## config.mk

```make
export PLATFORM = sky130hd
export DESIGN_NAME = ram_arbiter
export DESIGN_NICKNAME = d
export VERILOG_FILES = /design/src/rtl/ram_arb_pkg.sv /design/src/rtl/rr_arb2.sv /design/src/rtl/ram_arbiter.sv
export SDC_FILE = /design/constraint.sdc
export NUM_CORES = 1
export LEC_CHECK = 0
export ABC_AREA = 1
export BUFFER_PORTS_ARGS = -buffer_cell sky130_fd_sc_hd__buf_2
export CAP_MARGIN = 20
export CORE_MARGIN = 4
export CORE_UTILIZATION = 44
export DETAILED_ROUTE_END_ITERATION = 16
export GPL_TIMING_DRIVEN = 1
export PLACE_DENSITY = 0.89
export SYNTH_ARGS = -nofsm -noshare
export SYNTH_HDL_FRONTEND = slang
export SYNTH_SLANG_ARGS = --single-unit
```

## constraint.sdc

```tcl
create_clock -name sys_clk -period 3.2 [get_ports sys_clk]
set_input_delay 0.32 -clock sys_clk [delete_from_list [all_inputs] [get_ports sys_clk]]
set_output_delay 0.32 -clock sys_clk [all_outputs]
set_load 0.01 [all_outputs]
```

## src/rtl/ram_arb_pkg.sv

```systemverilog
// ram_arb_pkg: default geometry, requester owner type and read-return tag
// shared by the RAM arbiter slice (ram_arbiter, rr_arb2).
package ram_arb_pkg;

    // Default RAM geometry and read latency (RD_LAT legal range is 1..4).
    localparam int N_DEF      = 3;
    localparam int M_DEF      = 16;
    localparam int RD_LAT_DEF = 1;

    // Which requester issued a command.
    typedef enum logic {
        OWN_A = 1'b0,
        OWN_B = 1'b1
    } owner_e;

    // One stage of the read-return tag pipeline.
    typedef struct packed {
        logic   valid;
        owner_e owner;
    } tag_t;

    // Tag value for writes, idle cycles and reset.
    localparam tag_t TAG_IDLE = tag_t'{1'b0, OWN_A};

    // True when a tag carries a read return for the given requester.
    function automatic logic tag_hit(input tag_t tag, input owner_e who);
        return tag.valid && (tag.owner == who);
    endfunction

endpackage

```

## src/rtl/rr_arb2.sv

```systemverilog
// rr_arb2: two-requester grant logic for the RAM arbiter.
// Default build is round-robin with a "last granted" pointer.
// Build option RAM_ARB_FIXED_PRIO_EN: fixed priority, A always beats B,
// no pointer register (B may starve while req_a stays high).
// Grants are combinational and always masked while reset is asserted.
module rr_arb2
    import ram_arb_pkg::*;
(
    input  logic sys_clk,
    input  logic sys_rst_n,
    input  logic req_a,
    input  logic req_b,
    output logic gnt_a,
    output logic gnt_b
);

`ifdef RAM_ARB_FIXED_PRIO_EN

    // Fixed-priority grant: A first, B only when A is not requesting.
    always_comb begin
        gnt_a = 1'b0;
        gnt_b = 1'b0;
        if (!sys_rst_n) begin
            gnt_a = 1'b0;
            gnt_b = 1'b0;
        end else if (req_a) begin
            gnt_a = 1'b1;
        end else if (req_b) begin
            gnt_b = 1'b1;
        end else begin
            gnt_a = 1'b0;
            gnt_b = 1'b0;
        end
    end

`else

    owner_e last_r;

    // Round-robin grant: a lone requester wins; on contention the one
    // not granted last wins.
    always_comb begin
        gnt_a = 1'b0;
        gnt_b = 1'b0;
        if (!sys_rst_n) begin
            gnt_a = 1'b0;
            gnt_b = 1'b0;
        end else begin
            case ({req_a, req_b})
                2'b10: gnt_a = 1'b1;
                2'b01: gnt_b = 1'b1;
                2'b11: begin
                    if (last_r == OWN_B) begin
                        gnt_a = 1'b1;
                    end else begin
                        gnt_b = 1'b1;
                    end
                end
                default: begin
                    gnt_a = 1'b0;
                    gnt_b = 1'b0;
                end
            endcase
        end
    end

    // Pointer update: moves only on an accepted command (gnt implies req).
    always_ff @(posedge sys_clk or negedge sys_rst_n) begin
        if (!sys_rst_n) begin
            last_r <= OWN_B;
        end else if (gnt_a) begin
            last_r <= OWN_A;
        end else if (gnt_b) begin
            last_r <= OWN_B;
        end else begin
            last_r <= last_r;
        end
    end

`endif

endmodule

```

## src/rtl/ram_arbiter.sv

```systemverilog
// ram_arbiter: two-requester arbiter/sequencer in front of a single-port
// synchronous RAM. Accepted commands are registered onto the RAM port one
// cycle after the grant; read data is steered back to the issuing requester
// through a {valid, owner} tag pipeline RD_LAT+1 stages deep.
// Optional macro RAM_ARB_FIXED_PRIO_EN (handled in rr_arb2) selects fixed
// A-over-B priority instead of round-robin.
// sys_rst_n is expected to be released synchronously to sys_clk upstream.
module ram_arbiter
    import ram_arb_pkg::*;
#(
    parameter int N      = N_DEF,
    parameter int M      = M_DEF,
    parameter int RD_LAT = RD_LAT_DEF
) (
    input  logic         sys_clk,
    input  logic         sys_rst_n,
    input  logic         req_a,
    input  logic         we_a,
    input  logic [N-1:0] addr_a,
    input  logic [M-1:0] din_a,
    input  logic         req_b,
    input  logic         we_b,
    input  logic [N-1:0] addr_b,
    input  logic [M-1:0] din_b,
    output logic         gnt_a,
    output logic         gnt_b,
    output logic         rvalid_a,
    output logic         rvalid_b,
    output logic [M-1:0] rdata_a,
    output logic [M-1:0] rdata_b,
    output logic         ram_we,
    output logic [N-1:0] ram_addr,
    output logic [M-1:0] ram_din,
    input  logic [M-1:0] ram_dout
);

    logic         gnt_a_s;
    logic         gnt_b_s;
    logic         ram_we_r;
    logic [N-1:0] ram_addr_r;
    logic [M-1:0] ram_din_r;
    tag_t         tag_in_s;
    tag_t         tag_r [0:RD_LAT];

    rr_arb2 u_arb (
        .sys_clk   (sys_clk),
        .sys_rst_n (sys_rst_n),
        .req_a     (req_a),
        .req_b     (req_b),
        .gnt_a     (gnt_a_s),
        .gnt_b     (gnt_b_s)
    );

    assign gnt_a = gnt_a_s;
    assign gnt_b = gnt_b_s;

    // Command register: load the winner's command; otherwise drop ram_we
    // and hold address/data so the RAM port does not toggle needlessly.
    always_ff @(posedge sys_clk or negedge sys_rst_n) begin
        if (!sys_rst_n) begin
            ram_we_r   <= 1'b0;
            ram_addr_r <= {N{1'b0}};
            ram_din_r  <= {M{1'b0}};
        end else if (gnt_a_s) begin
            ram_we_r   <= we_a;
            ram_addr_r <= addr_a;
            ram_din_r  <= din_a;
        end else if (gnt_b_s) begin
            ram_we_r   <= we_b;
            ram_addr_r <= addr_b;
            ram_din_r  <= din_b;
        end else begin
            ram_we_r   <= 1'b0;
            ram_addr_r <= ram_addr_r;
            ram_din_r  <= ram_din_r;
        end
    end

    assign ram_we   = ram_we_r;
    assign ram_addr = ram_addr_r;
    assign ram_din  = ram_din_r;

    // Tag entering the pipeline this cycle: only accepted reads are valid.
    always_comb begin
        tag_in_s = TAG_IDLE;
        if (gnt_a_s) begin
            tag_in_s = tag_t'{!we_a, OWN_A};
        end else if (gnt_b_s) begin
            tag_in_s = tag_t'{!we_b, OWN_B};
        end else begin
            tag_in_s = TAG_IDLE;
        end
    end

    // Tag pipeline: RD_LAT+1 stages so the last stage lines up with the
    // cycle in which ram_dout carries the data for that command.
    always_ff @(posedge sys_clk or negedge sys_rst_n) begin
        if (!sys_rst_n) begin
            for (int i = 0; i <= RD_LAT; i++) begin
                tag_r[i] <= TAG_IDLE;
            end
        end else begin
            tag_r[0] <= tag_in_s;
            for (int i = 1; i <= RD_LAT; i++) begin
                tag_r[i] <= tag_r[i-1];
            end
        end
    end

    // Read-return decode from the final (registered) tag stage.
    always_comb begin
        rvalid_a = tag_hit(tag_r[RD_LAT], OWN_A);
        rvalid_b = tag_hit(tag_r[RD_LAT], OWN_B);
    end

    assign rdata_a = ram_dout;
    assign rdata_b = ram_dout;

endmodule

```

==> impl_metrics.ini, run 1 <==
[cells_and_area]
drive_above_1_share = 0.395
nFillCells = 374
fin_area_um2 = 1660
final_cells = 279
area_delta_synth_final_pct = 4.98
finish.net_count = 294
seq_area_um2 = 627
multi_input_comb_area_um2 = 578
num_antenna_cells = 0

[timing]
min_period_ns = 2.07
final-hold-violation-count = 0
clock_skew_ns = 0.00519
timing.hold.ws_ns = 0.0231
rsz0062_at_grt = no
setup_tns_ns = 0
period_share = 0.646
slew_headroom = 0.723
setup_viol = 0
max_slew.worst_pin.slew_ns = 0.414
drv_slew = 0
max_freq_mhz = 484

[setup_path]
required_ns = 2.88
r2r_end = ram_din[7]$_DFFE_PN0P_
crit_fanout = 21
cp-start-kind = flip-flop
crit_path_end_kind = output pin
r2r_slack_ns = 1.61
rr_worst_depth = 7
worstReg2RegStart = u_arb.last_r$_DFFE_PN1P_
crit_path_end = gnt_a
crit_type = reg2out
startpoint = u_arb.last_r$_DFFE_PN1P_
arrival_ns = 1.75

[synthesis]
synthXorXnorAreaFrac = 0
synth_common_cells = nand2_1, buf_4, dfrtp_1, nand3_2, nand3_1
synth_most_common_cell = nand2_1
synthMuxAreaShare = 0
ys_seq_area_frac = 0.396
yosys_warnings = 0
synth-async-reset-ratio = 1.00
synth-edff-count = 0
synthCells = 202
syn_avg_cell_area_um2 = 7.84
synth.distinct_cells = 19
ys.flop_type = dfrtp_1
synth_top_area_frac = 0.379
netlist_area_um2 = 1580
yosys.area_share.adder = 0
synth.area.top_cells = dfrtp_1, nand2_1, buf_4
synth_seq_cells = 25
synth_top_cell_by_area = dfrtp_1
synth-compound-area-share = 0.0158
synth_nets = 262
yosys.area_share.simple = 0.349
synth_top_family_by_area = simple AND/OR/NAND/NOR gates

[pwr]
power_frac_comb = 0.273
powerDensity_nw_per_um2 = 428
clockPowerShare = 0.193
p_int_uw = 483
p_seq_frac = 0.533
ir_worst_vdd_uv = 147
p_leak_nw = 1.01
power_switching_uw = 229
swShare = 0.321

[cts]
root_buffer = clkbuf_4
clk_pin_slew_worst_paths_ns = 0.13
clock-sinks = 25
cts_buffers = 3
cts.repair.resized = 0
cts_setup_buffers = 0
cts_max_path_buffers = 2
htree_levels = 1
ctsHoldBuffers = 0
clock_latency_ns = 0.31
cts_tree = done

[floorplan]
start_util = 0.464
io_pins = 116
core_area_um2 = 3420
die_area_um2 = 4620
die_width_um = 68
rows = 21
die_h_um = 68

[detailed_routing]
drtIter0Drc = 49
ant_nets = 0
vias = 1258
first_pass_iters = 4
viasPerCell = 4.51
routedWlPerCell_um = 12.0
drc_errors = 0
finalWirelength_um = 3360

[worst_hold_path]
worstHoldPathType = in2async

[global_routing]
grt_antenna_before_repair = 0
track_usage = 0.153
grt_pass1_wl_um = 5430
grt_max_degree = 27
overflow = 0
grt_pass1_vias = 1250

[placement]
port_buffers = 67
gp_congestion = 0.692
placed_cells = 275
placed_cell_area_um2 = 1640
dp_hpwl_um = 2490

[job]
maxCapViolCount = 0

[status]
outcome = complete, no violations
==> sequential cells by signal, summed over array words and instances, names as in the netlist <==
name / cells
ram_we: 1
tag_r: 4
ram_din: 16
ram_addr: 3
u_arb.last_r: 1
==> metrics by stage <==
stage	util	power, mW	setup slack, ns
floorplan	-	0.549	1.96
global placement	0.479	0.576	1.41
detailed placement	0.479	0.583	1.37
CTS	0.487	0.724	1.11
global route	0.487	0.766	1.02
finish	0.487	0.712	1.13
==> layer usage <==
metal  global-route usage  part of all wire  up-vias  routed length [um]
met4               0.0471             0.010        0                  35
met3               0.0411             0.097        4                 327
met2                0.274              0.46       60                1550
met5                    0                 0        -                   0
met1                0.175              0.43      543                1440
li1                     -                 -      651                   -
==> how the worst min path moves through the flow <==
stage                             from                 endpoint  slack (ns)  cells past startpoint
finish                       sys_rst_n   ram_din[7]$_DFFE_PN0P_        0.02                      2
global route                 sys_rst_n   ram_din[6]$_DFFE_PN0P_        0.04                      2
CTS                          sys_rst_n   ram_din[6]$_DFFE_PN0P_        0.03                      2
global placement    tag_r[3]$_DFF_PN0_       tag_r[1]$_DFF_PN0_        0.33                      0
floorplan                    sys_rst_n  ram_addr[0]$_DFFE_PN0P_        0.02                      0
detailed placement  tag_r[3]$_DFF_PN0_       tag_r[1]$_DFF_PN0_        0.34                      0
==> final cells by class <==
| class | count | share of cell area |
|---|---|---|
| inverter | 8 | 0.0188 |
| multi-input combinational | 128 | 0.348 |
| clock buffer | 4 | 0.0158 |
| timing repair buffer | 68 | 0.206 |
| sequential | 25 | 0.377 |
| tap | 46 | 0.0346 |
==> power groups by stage <==
stage                     clock network [mW]  registers (mW)  logic, mW
after detailed placement                   0           0.384      0.198
final                                  0.138           0.380      0.195
after global placement                     0           0.385      0.192
after global routing                   0.160           0.385      0.221
after CTS                              0.146           0.380      0.198
after floorplan                            0           0.402      0.147
==> kinds of logic after synthesis <==
kind of cell / count (synthesis)
buffers and inverters: 49
AO/OA/AOI/OAI: 5
AND/OR/NAND/NOR: 123
flip-flops: 25
==> worst max-delay path, stage by stage (launching register included) <==
cell and delay, ns:
dfstp_2 0.57, inv_2 0.05, nand2_4 0.23, nand2_2 0.32, inv_2 0.13, buf_2 0.13
==> cell usage in the layout, fill, tap and decap left out <==
master | synthesis | final
clkbuf_4 | 0 | 3
clkinv_2 | 1 | 1
inv_1 | 3 | 3
a21oi_1 | 2 | 2
buf_2 | 1 | 67
o21ai_1 | 1 | 1
nand2_4 | 1 | 1
dfrtp_1 | 24 | 24
buf_4 | 34 | 1
clkbuf_1 | 0 | 1
nor2_1 | 1 | 1
nand2_2 | 4 | 4
inv_2 | 4 | 4
dfstp_2 | 1 | 1
nand3_2 | 10 | 10
o21ai_0 | 2 | 2
nand2_1 | 98 | 98
nand3_1 | 9 | 9
No activity file was read; power rests on OpenSTA's default activity.
==> run 2, diff against run 1 <==
CORE_UTILIZATION = 37   (was 44)
PLACE_DENSITY = 0.8   (was 0.89)
clock period = 1.7 ns   (was 3.2 ns; I/O delays follow)
==> run 2 against run 1 <==
Critical path type is now in2out. Non-clock buffer count increased by 5. Final cell count grew 3.2%. Utilization down 5.9 points. Total power up 100%.
==> impl_metrics.ini, run 2 (same netlist as run 1, synthesis figures left out) <==
[status]
outcome = complete, no violations

[timing]
min_period_ns = 1.61
rsz0062_at_grt = no
drv_slew = 0
period_share = 0.947
max_freq_mhz = 621
timing.hold.ws_ns = 0.104
final-hold-violation-count = 0
clock_skew_ns = 0.00645
setup_tns_ns = 0
max_slew.worst_pin.slew_ns = 0.335
setup_viol = 0
slew_headroom = 0.777

[floorplan]
core_area_um2 = 4060
die_h_um = 73.4
rows = 23
die_width_um = 73.4
io_pins = 116
start_util = 0.390
die_area_um2 = 5390

[pwr]
powerDensity_nw_per_um2 = 839
p_leak_nw = 1.05
ir_worst_vdd_uv = 327

[detailed_routing]
drc_errors = 0
drtIter0Drc = 34
viasPerCell = 4.36
first_pass_iters = 4
routedWlPerCell_um = 12.4
ant_nets = 0
finalWirelength_um = 3570
vias = 1256

[worst_hold_path]
min_from = req_a
min_path_cells = 2
worstHoldPathType = in2reg
hold_end = tag_r[2]$_DFF_PN0_

[cells_and_area]
largest_reg_flops = 16
mostFrequentLayoutCells = nand2_1, buf_2, dfrtp_1
num_antenna_cells = 0
area_delta_synth_final_pct = 9.72
drive_above_1_share = 0.403
mostFrequentLayoutCell = nand2_1
finish.net_count = 299

[global_routing]
grt_antenna_before_repair = 0
grt_pass1_vias = 1229
grt_pass1_wl_um = 5700
grt_max_degree = 22
track_usage = 0.137
overflow = 0

[setup_path]
r2r_end = ram_din[12]$_DFFE_PN0P_
arrival_ns = 1.44
rr_worst_depth = 7
required_ns = 1.53
crit_type = in2out
crit_path_end_kind = output pin
r2r_slack_ns = 0.37
crit_fanout = 21
worstReg2RegStart = u_arb.last_r$_DFFE_PN1P_
cp-start-kind = primary input

[cts]
cts_max_path_buffers = 2
cts_tree = done
root_buffer = clkbuf_8
htree_levels = 1
cts_buffers = 3
clk_pin_slew_worst_paths_ns = 0.08
clock_latency_ns = 0.27
clock-sinks = 25
cts_setup_buffers = 0

[placement]
dp_hpwl_um = 2670
gp_congestion = 0.739
port_buffers = 67

[job]
maxCapViolCount = 0
-- run 2: worst max-delay path by stage --
stage,cells past startpoint,to,from
final,7,gnt_a,sys_rst_n
after global routing,7,gnt_a,sys_rst_n
after CTS,7,gnt_a,sys_rst_n
after detailed placement,5,gnt_a,u_arb.last_r$_DFFE_PN1P_
after global placement,5,gnt_a,u_arb.last_r$_DFFE_PN1P_
after floorplan,8,ram_addr[0]$_DFFE_PN0P_,u_arb.last_r$_DFFE_PN1P_
-- run 2: layer usage --
metal	share of wire	track usage	up-vias	wire (um)
met5	0	0	-	0
met4	0.012	0.0443	0	42
met3	0.093	0.0260	8	331
met2	0.45	0.220	52	1620
met1	0.44	0.187	542	1580
li1	-	-	654	-
-- run 2: metrics by stage --
stage          setup WS [ns]  utilization  cell area (um^2)  cells  total power [mW]
2_1_floorplan          0.561            -              1580    202              1.03
3_3_place_gp           0.314        0.410              1660    282              1.10
3_5_place_dp           0.291        0.410              1660    282              1.11
4_1_cts               0.0790        0.428              1740    288              1.48
5_1_grt               0.0101        0.428              1740    288              1.55
6_report              0.0903        0.428              1740    288              1.46
-- run 2: timing repair --
item,CTS,global route
setup endpoints to repair,1,0
hold buffers,2,0
resized for setup,1,0
endpoints found under the hold margin,6,0
-- run 2: power breakdown --
group,internal (mW),leakage (nW),switching [mW]
clock network,0.166,0.0217,0.194
registers,0.674,0.311,0.0434
logic,0.155,0.715,0.226
-- run 2: layout make-up --
type / count / area, um^2
fillers: 410 / 2320
flip-flops and latches: 25 / 627
multi-input cells: 128 / 583
repair buffers: 73 / 385
well taps: 50 / 62.6
clock buffers: 3 / 41.3
inverters: 8 / 31.3
clock inverters: 1 / 7.51
-- run 2: critical path, stage by stage --
cell and delay (ns):
dlygate4sd3_1 0.55, buf_2 0.16, nand2_2 0.09, clkinv_2 0.07, nand2_4 0.20, inv_2 0.06
buf_2 0.14
==> run 3, diff against run 2 <==
SETUP_SLACK_MARGIN = 0.1   (was default)
==> run 3 against run 2 <==
Routed wire length decreased by 0.39%. Sequential power about the same. Combinational power increased by 2%. First-iteration DRC count increased by 32%. Final area increased by 1.0%.
==> impl_metrics.ini, run 3 (same netlist as run 1, synthesis figures left out) <==
[setup_path]
critPathBufInv = 3
crit_path_top_delay_cell = dfstp_2
crit_type = reg2out
crit_fanout = 21
crit_chain = inv_2, nand2_8, nand2_8, inv_2, buf_2
required_ns = 1.53
arrival_ns = 1.33
rr_worst_depth = 7
cpPeakStageDelay_ns = 0.56
crit_cells = 5
critPathTopFamily = flip-flops
crit_path_end_kind = output pin
cp-start-kind = flip-flop

[cts]
htree_levels = 1
clock_latency_ns = 0.27
cts_max_path_buffers = 2
cts_setup_buffers = 0
cts_tree = done
clk_pin_slew_worst_paths_ns = 0.09
clock-sinks = 25
root_buffer = clkbuf_8
cts_buffers = 3

[job]
maxCapViolCount = 0

[cells_and_area]
mostFrequentLayoutCell = nand2_1
num_antenna_cells = 0
area_delta_synth_final_pct = 10.8
drive_above_1_share = 0.403
fin_area_um2 = 1760
nFillCells = 405
finish.net_count = 299
largest_reg_flops = 16
fin_util = 0.433
mostFrequentLayoutCells = nand2_1, buf_2, dfrtp_1

[timing]
max_slew.worst_pin.slew_ns = 0.334
slew_headroom = 0.777
setup_viol = 0
worst_slack_ns = 0.202
final-hold-violation-count = 0
max_freq_mhz = 668
drv_slew = 0
setup_tns_ns = 0
clock_skew_ns = 0.00631
rsz0062_at_grt = no
period_share = 0.881
min_period_ns = 1.50

[global_routing]
overflow = 0
grt_antenna_before_repair = 0
grt_max_degree = 22
grt_pass1_vias = 1236
track_usage = 0.138
grt_pass1_wl_um = 5750

[detailed_routing]
vias = 1262
viasPerCell = 4.38
drtIter0Drc = 45
ant_nets = 0
first_pass_iters = 4
finalWirelength_um = 3560
drc_errors = 0
routedWlPerCell_um = 12.4

[placement]
gp_congestion = 0.739
dp_hpwl_um = 2670
placed_cell_area_um2 = 1660
port_buffers = 67
dp_slack_ns = 0.291

[pwr]
power_mw = 1.47
p_leak_nw = 1.04
powerDensity_nw_per_um2 = 837
ir_worst_vdd_uv = 328

[floorplan]
die_width_um = 73.4
rows = 23
die_h_um = 73.4
io_pins = 116
start_util = 0.390
core_area_um2 = 4060
die_area_um2 = 5390

[worst_hold_path]
worstHoldPathType = in2reg
min_path_cells = 2

[status]
outcome = complete, no violations
[run 3: cell count changes in the layout (fill, tap and decap cells not counted)]
cell / change
nand2_4: -2
nand2_8: +2
[run 3: per-stage QoR]
stage | hold WS, ns | instances
final | 0.104 | 288
after detailed placement | 0.0383 | 282
after global routing | 0.113 | 288
after floorplan | -0.126 | 202
after CTS | 0.0986 | 288
after global placement | 0.0309 | 282
[run 3: worst paths after layout]
path / from / end / slack, ns
hold reg to reg: tag_r[2]$_DFF_PN0_ / tag_r[0]$_DFF_PN0_ / 0.35
max in group asynchronous: sys_rst_n / tag_r[3]$_DFF_PN0_ / 1.00
min in group asynchronous: sys_rst_n / ram_din[1]$_DFFE_PN0P_ / 0.36
setup / recovery: u_arb.last_r$_DFFE_PN1P_ / gnt_a / 0.20
hold / removal: req_a / tag_r[2]$_DFF_PN0_ / 0.10
setup reg to reg: u_arb.last_r$_DFFE_PN1P_ / ram_din[10]$_DFFE_PN0P_ / 0.39
[run 3: routing by layer]
metal  vias up  track usage  routed length, um
met3         8       0.0260                339
met2        57        0.222               1610
met4         0       0.0443                 44
met5         -            0                  0
met1       542        0.188               1560
li1        655            -                  -
[run 3: repair_timing]
action | CTS | global route
resized for setup | 1 | 2
endpoints found under the hold margin | 6 | 0
setup endpoints to repair | 1 | 1
hold buffers | 2 | 0
[run 3: layout make-up]
| class | instances | area (um^2) | area share |
|---|---|---|---|
| inverters | 8 | 31.3 | 0.0178 |
| multi-input cells | 128 | 601 | 0.342 |
| clock inverters | 1 | 7.51 | 0.00428 |
| repair buffers | 73 | 385 | 0.220 |
| flip-flops and latches | 25 | 627 | 0.357 |
| well taps | 50 | 62.6 | 0.0356 |
| clock buffers | 3 | 41.3 | 0.0235 |
[run 3: where the power goes]
group	leakage [nW]	internal [mW]	switching (mW)
registers	0.311	0.674	0.0433
logic	0.712	0.158	0.232
clock network	0.0217	0.166	0.195
